**src/rtl/alu_op_sequencer.sv**
```systemverilog
// Control-step sequencer for the mini-CPU bus datapath: accepts one ALU command per
// start/ready handshake and walks the register/Y/Z/HI/LO strobes through fixed T-steps.
module alu_op_sequencer #(
  parameter logic [4:0] OP_NEG = 5'b01001,
  parameter logic [4:0] OP_NOT = 5'b01010,
  parameter logic [4:0] OP_MUL = 5'b01011,
  parameter logic [4:0] OP_DIV = 5'b01100
) (
  input  logic        Clock,
  input  logic        clear,
  input  logic        start,
  input  logic [4:0]  op_in,
  input  logic [3:0]  ra,
  input  logic [3:0]  rb,
  input  logic [3:0]  rc,
  output logic        ready,
  output logic        done,
  output logic [4:0]  op,
  output logic [15:0] Rout,
  output logic [15:0] Rin,
  output logic        Yin,
  output logic        Zlowin,
  output logic        ZHighin,
  output logic        Zlowout,
  output logic        Zhighout,
  output logic        HIin,
  output logic        LOin
);

  typedef enum logic [2:0] {
    S_IDLE = 3'd0,
    S_TY   = 3'd1,
    S_TALU = 3'd2,
    S_TWHI = 3'd3,
    S_TWLO = 3'd4,
    S_DONE = 3'd5
  } state_t;

  state_t     state_q, state_d;
  logic [4:0] op_q;
  logic [3:0] ra_q, rb_q, rc_q;
  logic       unary_in, wide_q;

  assign unary_in = (op_in == OP_NEG) || (op_in == OP_NOT);
  assign wide_q   = (op_q == OP_MUL) || (op_q == OP_DIV);

  always_comb begin
    state_d = S_IDLE;
    case (state_q)
      S_IDLE:  state_d = start ? (unary_in ? S_TALU : S_TY) : S_IDLE;
      S_TY:    state_d = S_TALU;
      S_TALU:  state_d = wide_q ? S_TWHI : S_TWLO;
      S_TWHI:  state_d = S_TWLO;
      S_TWLO:  state_d = S_DONE;
      S_DONE:  state_d = S_IDLE;
      default: state_d = S_IDLE;
    endcase
  end

  always_ff @(posedge Clock or negedge clear) begin
    if (!clear) begin
      state_q <= S_IDLE;
      op_q    <= '0;
      ra_q    <= '0;
      rb_q    <= '0;
      rc_q    <= '0;
    end else begin
      state_q <= state_d;
      if (state_q == S_IDLE && start) begin
        op_q <= op_in;
        ra_q <= ra;
        rb_q <= rb;
        rc_q <= rc;
      end
    end
  end

  // Moore decode: every strobe is a function of the registered state and latched fields,
  // and illegal encodings fall to the all-zero default.
  always_comb begin
    ready    = 1'b0;
    done     = 1'b0;
    op       = '0;
    Rout     = '0;
    Rin      = '0;
    Yin      = 1'b0;
    Zlowin   = 1'b0;
    ZHighin  = 1'b0;
    Zlowout  = 1'b0;
    Zhighout = 1'b0;
    HIin     = 1'b0;
    LOin     = 1'b0;
    case (state_q)
      S_IDLE: ready = 1'b1;
      S_TY: begin
        op   = op_q;
        Rout = 16'd1 << rb_q;
        Yin  = 1'b1;
      end
      S_TALU: begin
        op      = op_q;
        Rout    = 16'd1 << rc_q;
        Zlowin  = 1'b1;
        ZHighin = wide_q;
      end
      S_TWHI: begin
        op       = op_q;
        Zhighout = 1'b1;
        HIin     = 1'b1;
      end
      S_TWLO: begin
        op      = op_q;
        Zlowout = 1'b1;
        LOin    = wide_q;
        Rin     = wide_q ? 16'd0 : (16'd1 << ra_q);
      end
      S_DONE: begin
        op   = op_q;
        done = 1'b1;
      end
      default: ;
    endcase
  end

endmodule

```
**config.mk**
```make
export PLATFORM = sky130hd
export DESIGN_NAME = alu_op_sequencer
export DESIGN_NICKNAME = d
export VERILOG_FILES = /design/src/rtl/alu_op_sequencer.sv
export SDC_FILE = /design/constraint.sdc
export NUM_CORES = 1
export LEC_CHECK = 0
export BUFFER_PORTS_ARGS = -buffer_cell sky130_fd_sc_hd__buf_2
export CAP_MARGIN = 40
export CORE_MARGIN = 10
export CORE_UTILIZATION = 40
export CTS_CLUSTER_DIAMETER = 80
export DETAILED_ROUTE_END_ITERATION = 8
export PLACE_DENSITY = 0.71
export SLEW_MARGIN = 20
export SYNTH_ARGS = -nofsm -noshare
export SYNTH_HDL_FRONTEND = slang
export SYNTH_SLANG_ARGS = --single-unit
```
**constraint.sdc**
```tcl
create_clock -name Clock -period 2 [get_ports Clock]
set_clock_uncertainty 0.2 [all_clocks]
set_input_delay 0.2 -clock Clock [delete_from_list [all_inputs] [get_ports Clock]]
set_output_delay 0.2 -clock Clock [all_outputs]
set_load 0.005 [all_outputs]
```
# Yosys cells after proc, flatten, opt, wreduce, memory -nomap -nowiden
# Index checks and enable logic that the tools add are counted.
[word_totals]
ff_bits = 20
in_bits = 20
out_inout_bits = 46
[op_classes]
n_eq_ne = 9
shift = 3
muxes = 16
reduce_logical = 5
[op_table]
columns = ["operator", "n"]
rows = [
  ["1-bit by 4-bit << shifter with 16-bit output, first input constant", 3],
  ["16-bit two-way mux", 2],
  ["16-bit case mux with 2 select lines", 1],
  ["5-bit by 4-bit equality test with 1-bit output, second input constant", 4],
  ["3-bit case mux with 5 select lines", 1],
  ["1-bit two-way mux", 8],
  ["3-bit by 2-bit equality test with 1-bit output, second input constant", 2],
  ["3-bit equality test, second input constant", 2],
  ["5-bit two-way mux", 1],
  ["5-bit OR reduction", 1],
  ["2-bit two-way mux", 2],
  ["3-bit by 1-bit equality test with 1-bit output, second input constant", 1],
  ["3-bit zero test", 1],
  ["3-bit two-way mux", 1],
  ["1-bit logical OR", 2],
  ["1-bit logical AND", 1],
]

# Depth between registers and ports, before layout
# Gate-level depths: netlist (run 1).
[logic_depth]
ltp_word = 5
ltp_mapped = 5
ltp_nobuf = 3

# Worst setup path before layout (run 1)
# OpenSTA, ideal clock, no wires.
[synth_timing]
path_kind = "register to output"
start = "register state_q[2]"
end = "output port Rout[0]"
arrival_ns = 1.433
path_slack_ns = 0.167
path_stages_with_launch = 5
n_path_buf = 1
cell_sequence = "dfrtp_1 nor3b_2 buf_6 mux2_2 nor4_1"
[synth_between]
elab_chain_len = 2
word_cells_on_any_way = 3
cone_classes = "2 x eq/ne; 1 x mux"
[synth_lines]
columns = ["element", "line_no", "source"]
rows = [
  ["from (decl)", "39", "state_t state_q, state_d;"],
  ["from (signal assigned)", "68", "state_q <= state_d;"],
  ["3-bit by 2-bit equality test with 1-bit output or 3-bit by 1-bit equality test with 1-bit output (tied branches)", "93", "case (state_q)"],
  ["16-bit case mux with 2 select lines *", "93", ""],
  ["to (decl)", "19", "output logic [15:0] Rout,"],
]
# Every way passes the cells marked *; elsewhere a longest branch is shown, timed or not.

# Final worst setup path (run 1)
[layout_timing]
start = "register state_q[1]"
end = "output port Rout[9]"
# Same word-level chain as after synthesis.

==> results of run 1 <==
==> cell usage after synthesis <==
cell type,n,area [sq um]
sky130_fd_sc_hd__a211o_1,1,8.76
sky130_fd_sc_hd__a21oi_1,4,20.0
sky130_fd_sc_hd__a221o_1,1,10.0
sky130_fd_sc_hd__and2_1,8,50.1
sky130_fd_sc_hd__and3_1,1,6.26
sky130_fd_sc_hd__and3b_1,2,17.5
sky130_fd_sc_hd__and4_1,1,8.76
sky130_fd_sc_hd__and4b_1,2,20.0
sky130_fd_sc_hd__buf_2,5,25.0
sky130_fd_sc_hd__buf_4,3,22.5
sky130_fd_sc_hd__buf_6,2,22.5
sky130_fd_sc_hd__dfrtp_1,20,500
sky130_fd_sc_hd__inv_1,1,3.75
sky130_fd_sc_hd__mux2_1,2,22.5
sky130_fd_sc_hd__mux2_2,16,180
sky130_fd_sc_hd__mux2_4,2,30.0
sky130_fd_sc_hd__mux2i_1,3,30.0
sky130_fd_sc_hd__nand2_1,3,11.3
sky130_fd_sc_hd__nand2b_1,1,6.26
sky130_fd_sc_hd__nand3_1,7,35.0
sky130_fd_sc_hd__nand3b_1,1,7.51
sky130_fd_sc_hd__nand4_1,5,31.3
sky130_fd_sc_hd__nor2_1,15,56.3
sky130_fd_sc_hd__nor2b_1,4,25.0
sky130_fd_sc_hd__nor3_2,1,10.0
sky130_fd_sc_hd__nor3b_1,7,52.6
sky130_fd_sc_hd__nor3b_2,1,12.5
sky130_fd_sc_hd__nor4_1,16,100
sky130_fd_sc_hd__nor4b_1,1,8.76
sky130_fd_sc_hd__nor4bb_1,1,10.0
sky130_fd_sc_hd__o21ai_1,2,10.0
sky130_fd_sc_hd__or3b_1,1,8.76
sky130_fd_sc_hd__xor2_1,1,8.76
==> report_power, final <==
| group | total [mW] | internal [mW] | switching [mW] |
|---|---|---|---|
| clock network | 0.331 | 0.203 | 0.128 |
| logic | 2.50 | 1.25 | 1.25 |
| registers | 0.871 | 0.607 | 0.264 |
| total | 3.71 | 2.06 | 1.65 |
==> timing repair <==
action / in CTS / in global routing
gates cloned: 4 / 1
gates resized for setup: 27 / 37
hold buffers: 18 / 0
setup endpoints to repair: 39 / 39
endpoints found under the hold margin: 37 / 0
buffers inserted: 6 / 12
pin swaps: 21 / 14
==> routing by layer <==
metal | part of all wire | vias to the layer above
met5 | 0 | -
met3 | 0.070 | 25
met1 | 0.36 | 782
met2 | 0.52 | 96
met4 | 0.046 | 0
li1 | - | 746
==> state kept, by name, summed over array words and instances, names as in the netlist <==
register / flops
op_q: 5
ra_q: 4
state_q: 3
rc_q: 4
rb_q: 4
==> final cells by class <==
class | instances | area (sq um) | share of cell area
multi-input combinational | 110 | 1050 | 0.417
timing repair buffer | 113 | 847 | 0.338
sequential | 20 | 500 | 0.200
tap | 46 | 57.6 | 0.0230
clock inverter | 1 | 30.0 | 0.0120
clock buffer | 3 | 22.5 | 0.00898
inverter | 1 | 3.75 | 0.00150
==> stage by stage <==
stage	utilization	cells	cell area, sq um	TNS, ns
after floorplan	-	141	1370	0
after global placement	0.528	250	1760	0
after detailed placement	0.528	250	1760	0
after CTS	0.653	282	2180	-6.18
after global routing	0.751	294	2510	-10.97
final	0.751	294	2510	-7.90
==> worst reg2reg max path, stage by stage (launching register included) <==
cell and delay (ns):
sky130_fd_sc_hd__dfrtp_1 0.42, sky130_fd_sc_hd__buf_6 0.16, sky130_fd_sc_hd__nor3_4 0.20, sky130_fd_sc_hd__buf_4 0.14
sky130_fd_sc_hd__and2_1 0.16, sky130_fd_sc_hd__buf_12 0.17, sky130_fd_sc_hd__mux2_2 0.35
==> worst max-delay path by stage <==
| stage | start | end | slack, ns |
|---|---|---|---|
| final | state_q[1] | Rout[9] | -0.46 |
| after global routing | state_q[2] | Rout[9] | -0.56 |
| after CTS | state_q[2] | Rout[8] | -0.30 |
| after detailed placement | state_q[0] | Rout[8] | 0.02 |
| after global placement | state_q[0] | Rout[11] | 0.04 |
| after floorplan | state_q[2] | Rout[0] | 0.17 |
==> kinds of logic after synthesis <==
| family | share of synthesized area |
|---|---|
| AND/OR/NAND/NOR | 0.348 |
| AO/OA/AOI/OAI | 0.0356 |
| XOR/XNOR | 0.00638 |
| flip-flops | 0.365 |
| buffers and inverters | 0.0538 |
| multiplexers | 0.191 |
==> impl_results.md, run 1 <==
* Antenna violations before repair at 0
* Maximum buffer depth of the clock tree at 2
* Global-route usage over all layers at 0.158
* Number of buffers added on ports at 65
* Setup WS pre-CTS at about 0.017 ns
* Fraction of final layout cells with drive strength greater than 1 at 0.593
* Ant diodes at 0
* Number of buffers inserted during clock tree synthesis at 3
* Path category of the worst min-delay check: in2reg
* Hold path cells at 3
* Setup slack of the critical path after layout at -0.465 ns
* Latest clock arrival within the worst-skew pair at around 0.31 ns
* Worst Min Path Start: start
* Peak fanout along the critical path at 8
* M3 GR Usage at 0.0273
* Die Footprint at 6170 sq um
* PD cells at ~1500 nW/um^2
* Final GP Congestion at roughly 0.82
* Pin count of the biggest net entering global routing at 21
* Launch instance of the worst register-to-register path: state_q[1]
* Fill cell instance count of the final layout at between 200 and 250
* Clock transition at the register clock pins on the worst setup and hold paths after CTS at about 0.12 ns
* Actual slew at the worst max-slew pin at between 0.5 and 0.6 ns
* Depth of the critical timing path with buffers and inverters included at 7
* Max capacitance violation total at 0
* Core area at 3340 sq um
* Number of register bits inferred by synthesis at 20
* Floorplan row count at 21
* Average routed wire per standard cell at 19.5 um
* Highest achievable clock rate at roughly 410 MHz
* Wire length of the first global-routing pass at 8100 um
* Reg2reg end: rb_q[1]
* Maximum vdd ir drop at 0.000745 V
* Final hold viol count at 0
* Max stage delay on crit path at 0.42 ns
* Crit Path Category: reg2out
* Ratio of final minimum period to clock period at 1.23
* Via/cell ratio at ~5.6
* Top Family by Delay on Critical Path: buffers and inverters
* Slew headroom at 0.610
* Static power due to leakage at 1.14 nW
* Outcome: finished, violations left
* Final setup vio count at 34
* Slew Limit Fails at 0
* Unrepaired setup endpoints after global routing: yes
* Hold worst-path end: state_q[1]
* Root Buffer Master: sky130_fd_sc_hd__clkbuf_4
* First-pass detailed-route iteration total at 4
* Die height at ~79 um
* Failing checks: setup timing
* Count of cells along the worst register-to-register path at 6
* Nets at approximately 270
* Number of top-level design ports at 66
* Number of nets produced by synthesis at roughly 160
* Initial Utilization at 0.411
* Remaining global-route overflow at 0
* Setup slack of the worst register-to-register path at 0.09 ns
* Total clock sinks at 20
* Share of the yosys chip area belonging to registers at 0.365
* Synthesized cell area at between 1000 and 1500 sq um
* Busiest layer in global routing: met2
* Die width at a little under 80 um
* Detail Route Antenna Nets at 0
* Data arrival time of the critical path at slightly above 2 ns
* Type of destination of the critical path: output pin
* Number of unique standard cell types used by synthesis at 33
* Post-Synthesis Mean Instance Area at 9.73 sq um
* Yosys warning count at 0
* Total Power at roughly 3.7 mW
* Met2 routing resource usage after global routing at 0.281
* Buffer and inverter count on the worst path at 4
* Area delta synth->final at 82.7%
* GR Layer Usage met1 at 0.179
* H-tree levels at 1
* Leading cell types in the layout, fill and taps excluded: sky130_fd_sc_hd__buf_2 (64), sky130_fd_sc_hd__dfrtp_1 (20), sky130_fd_sc_hd__dlygate4sd3_1 (18)
* Total wire length at approximately 5700 um
* Clock tree from TritonCTS: built
* Cell with the biggest individual delay on the critical path: sky130_fd_sc_hd__dfrtp_1
* Number of instances in the synthesized netlist at 141
* Minimum clock period at between 2 and 2.5 ns
* Worst hold margin at about 0.094 ns
* Detailed router's first-iteration violation count at between 200 and 300
* Crit-path cells: nor3b_2 > buf_6 > buf_4 > mux2i_4 > buf_12 > nor4_2 > buf_2
* Routed vias at 1649
* Sort of element at the start of the critical path: register
* Via count of the first global-routing pass at approximately 1600
* DRC violation count after routing at 0
* Most common cell after layout, fill and taps aside: sky130_fd_sc_hd__buf_2
* Required time reported for the critical path endpoint at between 1.5 and 2 ns
* Half-perimeter wire length after detailed placement at ~3000 um
Note: power is estimated with default switching activity, not from simulation.
==> inputs of run 2 (changes only) <==
--- a/config.mk
+++ b/config.mk
@@ -12,6 +12,7 @@
 export CTS_CLUSTER_DIAMETER = 80
 export DETAILED_ROUTE_END_ITERATION = 8
 export PLACE_DENSITY = 0.71
+export RECOVER_POWER = 50
 export SLEW_MARGIN = 20
 export SYNTH_ARGS = -nofsm -noshare
 export SYNTH_HDL_FRONTEND = slang
==> impl_results.md, run 2 (same netlist as run 1, synthesis figures left out) <==
* Setup slack of the critical path after layout at -0.472 ns (-0.00698 ns)
* PD cells at 1480 nW/um^2 (about the same)
* Maximum vdd ir drop at 0.000725 V (-2.6%)
* Unrepaired setup endpoints after global routing: yes
* Final setup vio count at 40 (+18%)
* Latest clock arrival within the worst-skew pair at 0.31 ns (about the same)
* Via count of the first global-routing pass at 1575 (unchanged)
* Type of destination of the critical path: output pin
* Failing checks: setup timing
* Number of buffers inserted during clock tree synthesis at 3 (unchanged)
* Detailed-routing wirelength on met1 at 2150 um (+3.5%)
* Pin count of the biggest net entering global routing at 21 (unchanged)
* Final standard cell count with taps included and fillers excluded at 294 (unchanged)
* Required time reported for the critical path endpoint at 1.60 ns (about the same)
* Number of buffers added on ports at 65 (unchanged)
* Total clock sinks at 20 (unchanged)
* Peak fanout along the critical path at 8 (unchanged)
* Static power due to leakage at 1.14 nW (-0.44%)
* Nets at 269 (unchanged)
* Final total negative setup slack at -9.74 ns (-1.84 ns)
* Highest achievable clock rate at 405 MHz (-0.28%)
* Max stage delay on crit path at 0.42 ns (about the same)
* Setup slack of the worst register-to-register path at 0.02 ns (-0.07 ns)
* Area delta synth->final at 81.3%
* Wire length of the first global-routing pass at 8100 um (unchanged)
* Half-perimeter wire length after detailed placement at 3040 um (unchanged)
* Crit-path cells: nor3b_2 > buf_6 > buf_4 > mux2i_4 > buf_12 > nor4_2 > buf_2
* Core area at 3340 sq um (unchanged)
* Maximum buffer depth of the clock tree at 2 (unchanged)
* Most common cell after layout, fill and taps aside: sky130_fd_sc_hd__buf_2
* Detail Route Antenna Nets at 0 (unchanged)
* Data arrival time of the critical path at 2.07 ns (about the same)
* H-tree levels at 1 (unchanged)
* Final design utilization at 0.746 (-0.00562)
* Crit Path Category: reg2out
* Number of top-level design ports at 66 (unchanged)
* Cell with the biggest individual delay on the critical path: sky130_fd_sc_hd__dfrtp_1
* DRC violation count after routing at 0 (unchanged)
* Routed vias at 1671 (+1.3%)
* Die Footprint at 6170 sq um (unchanged)
* Area occupied by multi-input gates at 1030 sq um (-1.1%)
* Minimum clock period at 2.47 ns (+0.00698 ns)
* Global-route usage over all layers at 0.158 (unchanged)
* Floorplan row count at 21 (unchanged)
* Initial Utilization at 0.411 (unchanged)
* Path category of the worst min-delay check: in2reg
* Die width at 78.6 um (unchanged)
* Fraction of final layout cells with drive strength greater than 1 at 0.585 (-0.00806)
* Final GP Congestion at 0.819 (unchanged)
* Detailed router's first-iteration violation count at 275 (+8.3%)
* Uppermost signal routing layer after detailed routing: met4
* Setup WS pre-CTS at 0.0174 ns (unchanged)
* Clock tree from TritonCTS: built
* Ratio of final minimum period to clock period at 1.24 (+0.00349)
* Ant diodes at 0 (unchanged)
* Total wire length at 5740 um (+0.17%)
* Area taken by flip-flops and latches at 500 sq um (unchanged)
* Remaining global-route overflow at 0 (unchanged)
* Outcome: finished, violations left
* Max capacitance violation total at 0 (unchanged)
* Sort of element at the start of the critical path: register
* Root Buffer Master: sky130_fd_sc_hd__clkbuf_4
* Routed wire length on met3 at 328 um (-18%)
* Final hold viol count at 0 (unchanged)
* Average routed wire per standard cell at 19.5 um (+0.17%)
* Actual slew at the worst max-slew pin at 1.06 ns (+0.473 ns)
* Slew Limit Fails at 0 (unchanged)
* First-pass detailed-route iteration total at 4 (unchanged)
* Antenna violations before repair at 0 (unchanged)
* Total met2 wirelength after detailed routing at 2980 um (-0.50%)
* Clock transition at the register clock pins on the worst setup and hold paths after CTS at 0.12 ns (about the same)
* Via/cell ratio at 5.68 (+1.3%)
* Largest Register: op_q
* Die height at 78.6 um (unchanged)
* Slew headroom at 0.295 (-0.315)
* Leading cell types in the layout, fill and taps excluded: sky130_fd_sc_hd__buf_2 (63), sky130_fd_sc_hd__dfrtp_1 (20), sky130_fd_sc_hd__dlygate4sd3_1 (18)
* Number of cells after detailed placement at 250 (unchanged)
* Fill cell instance count of the final layout at 214 (+2.4%)
* Max FFs per register at 5 (unchanged)
run 2: changes by cell type in the layout (fill, tap and decap cells not counted), sizes merged:
cell    change
buf         -2
clkbuf      +2
run 2: path summary, 6_finish.rpt:
path / cells after the start / endpoint / from
setup reg to reg: 6 / rb_q[1] / state_q[2]
max in group asynchronous: 2 / rb_q[2] / clear
hold reg to reg: 1 / op_q[4] / op_q[4]
min in group asynchronous: 2 / op_q[3] / clear
setup / recovery: 7 / Rout[9] / state_q[1]
hold / removal: 3 / state_q[1] / start
run 2: area by class of cell:
cell class / instances / share of cell area
repair buffers: 113 / 0.337
multi-input cells: 110 / 0.416
clock buffers: 3 / 0.00905
well taps: 46 / 0.0231
clock inverters: 1 / 0.0121
flip-flops and latches: 20 / 0.201
inverters: 1 / 0.00151
run 2: power by group:
group	total (mW)	switching, mW	internal [mW]
logic	2.48	1.24	1.24
clock network	0.332	0.129	0.203
registers	0.869	0.262	0.607
total	3.68	1.63	2.05
run 2: stage by stage:
step	hold slack (ns)	total power [mW]	instance area (sq um)
final	0.102	3.68	2490
after CTS	0.0881	2.92	2180
after detailed placement	-0.0341	2.25	1760
after floorplan	-0.296	1.78	1370
after global placement	-0.0379	2.23	1760
after global routing	0.117	3.89	2490
run 2: routing by layer:
layer / vias up / global-route usage
met5: - / 0
met2: 90 / 0.281
li1: 746 / -
met4: 0 / 0.0717
met1: 806 / 0.179
met3: 29 / 0.0273
run 2: what timing repair did:
| item | in CTS | in global routing |
|---|---|---|
| resized for setup | 27 | 37 |
| gates cloned | 4 | 1 |
| setup endpoints to repair | 39 | 39 |
| hold buffers | 18 | 0 |
| hold endpoints to repair | 37 | 0 |
| setup buffers | 6 | 12 |
| pin swaps | 21 | 14 |
run 2: worst max-delay path, delay by kind of cell, from the launching register on:
family,cells,cell delay [ns]
buffers and inverters,4,0.64
AND/OR/NAND/NOR,2,0.50
flip-flops,1,0.42
multiplexers,1,0.19
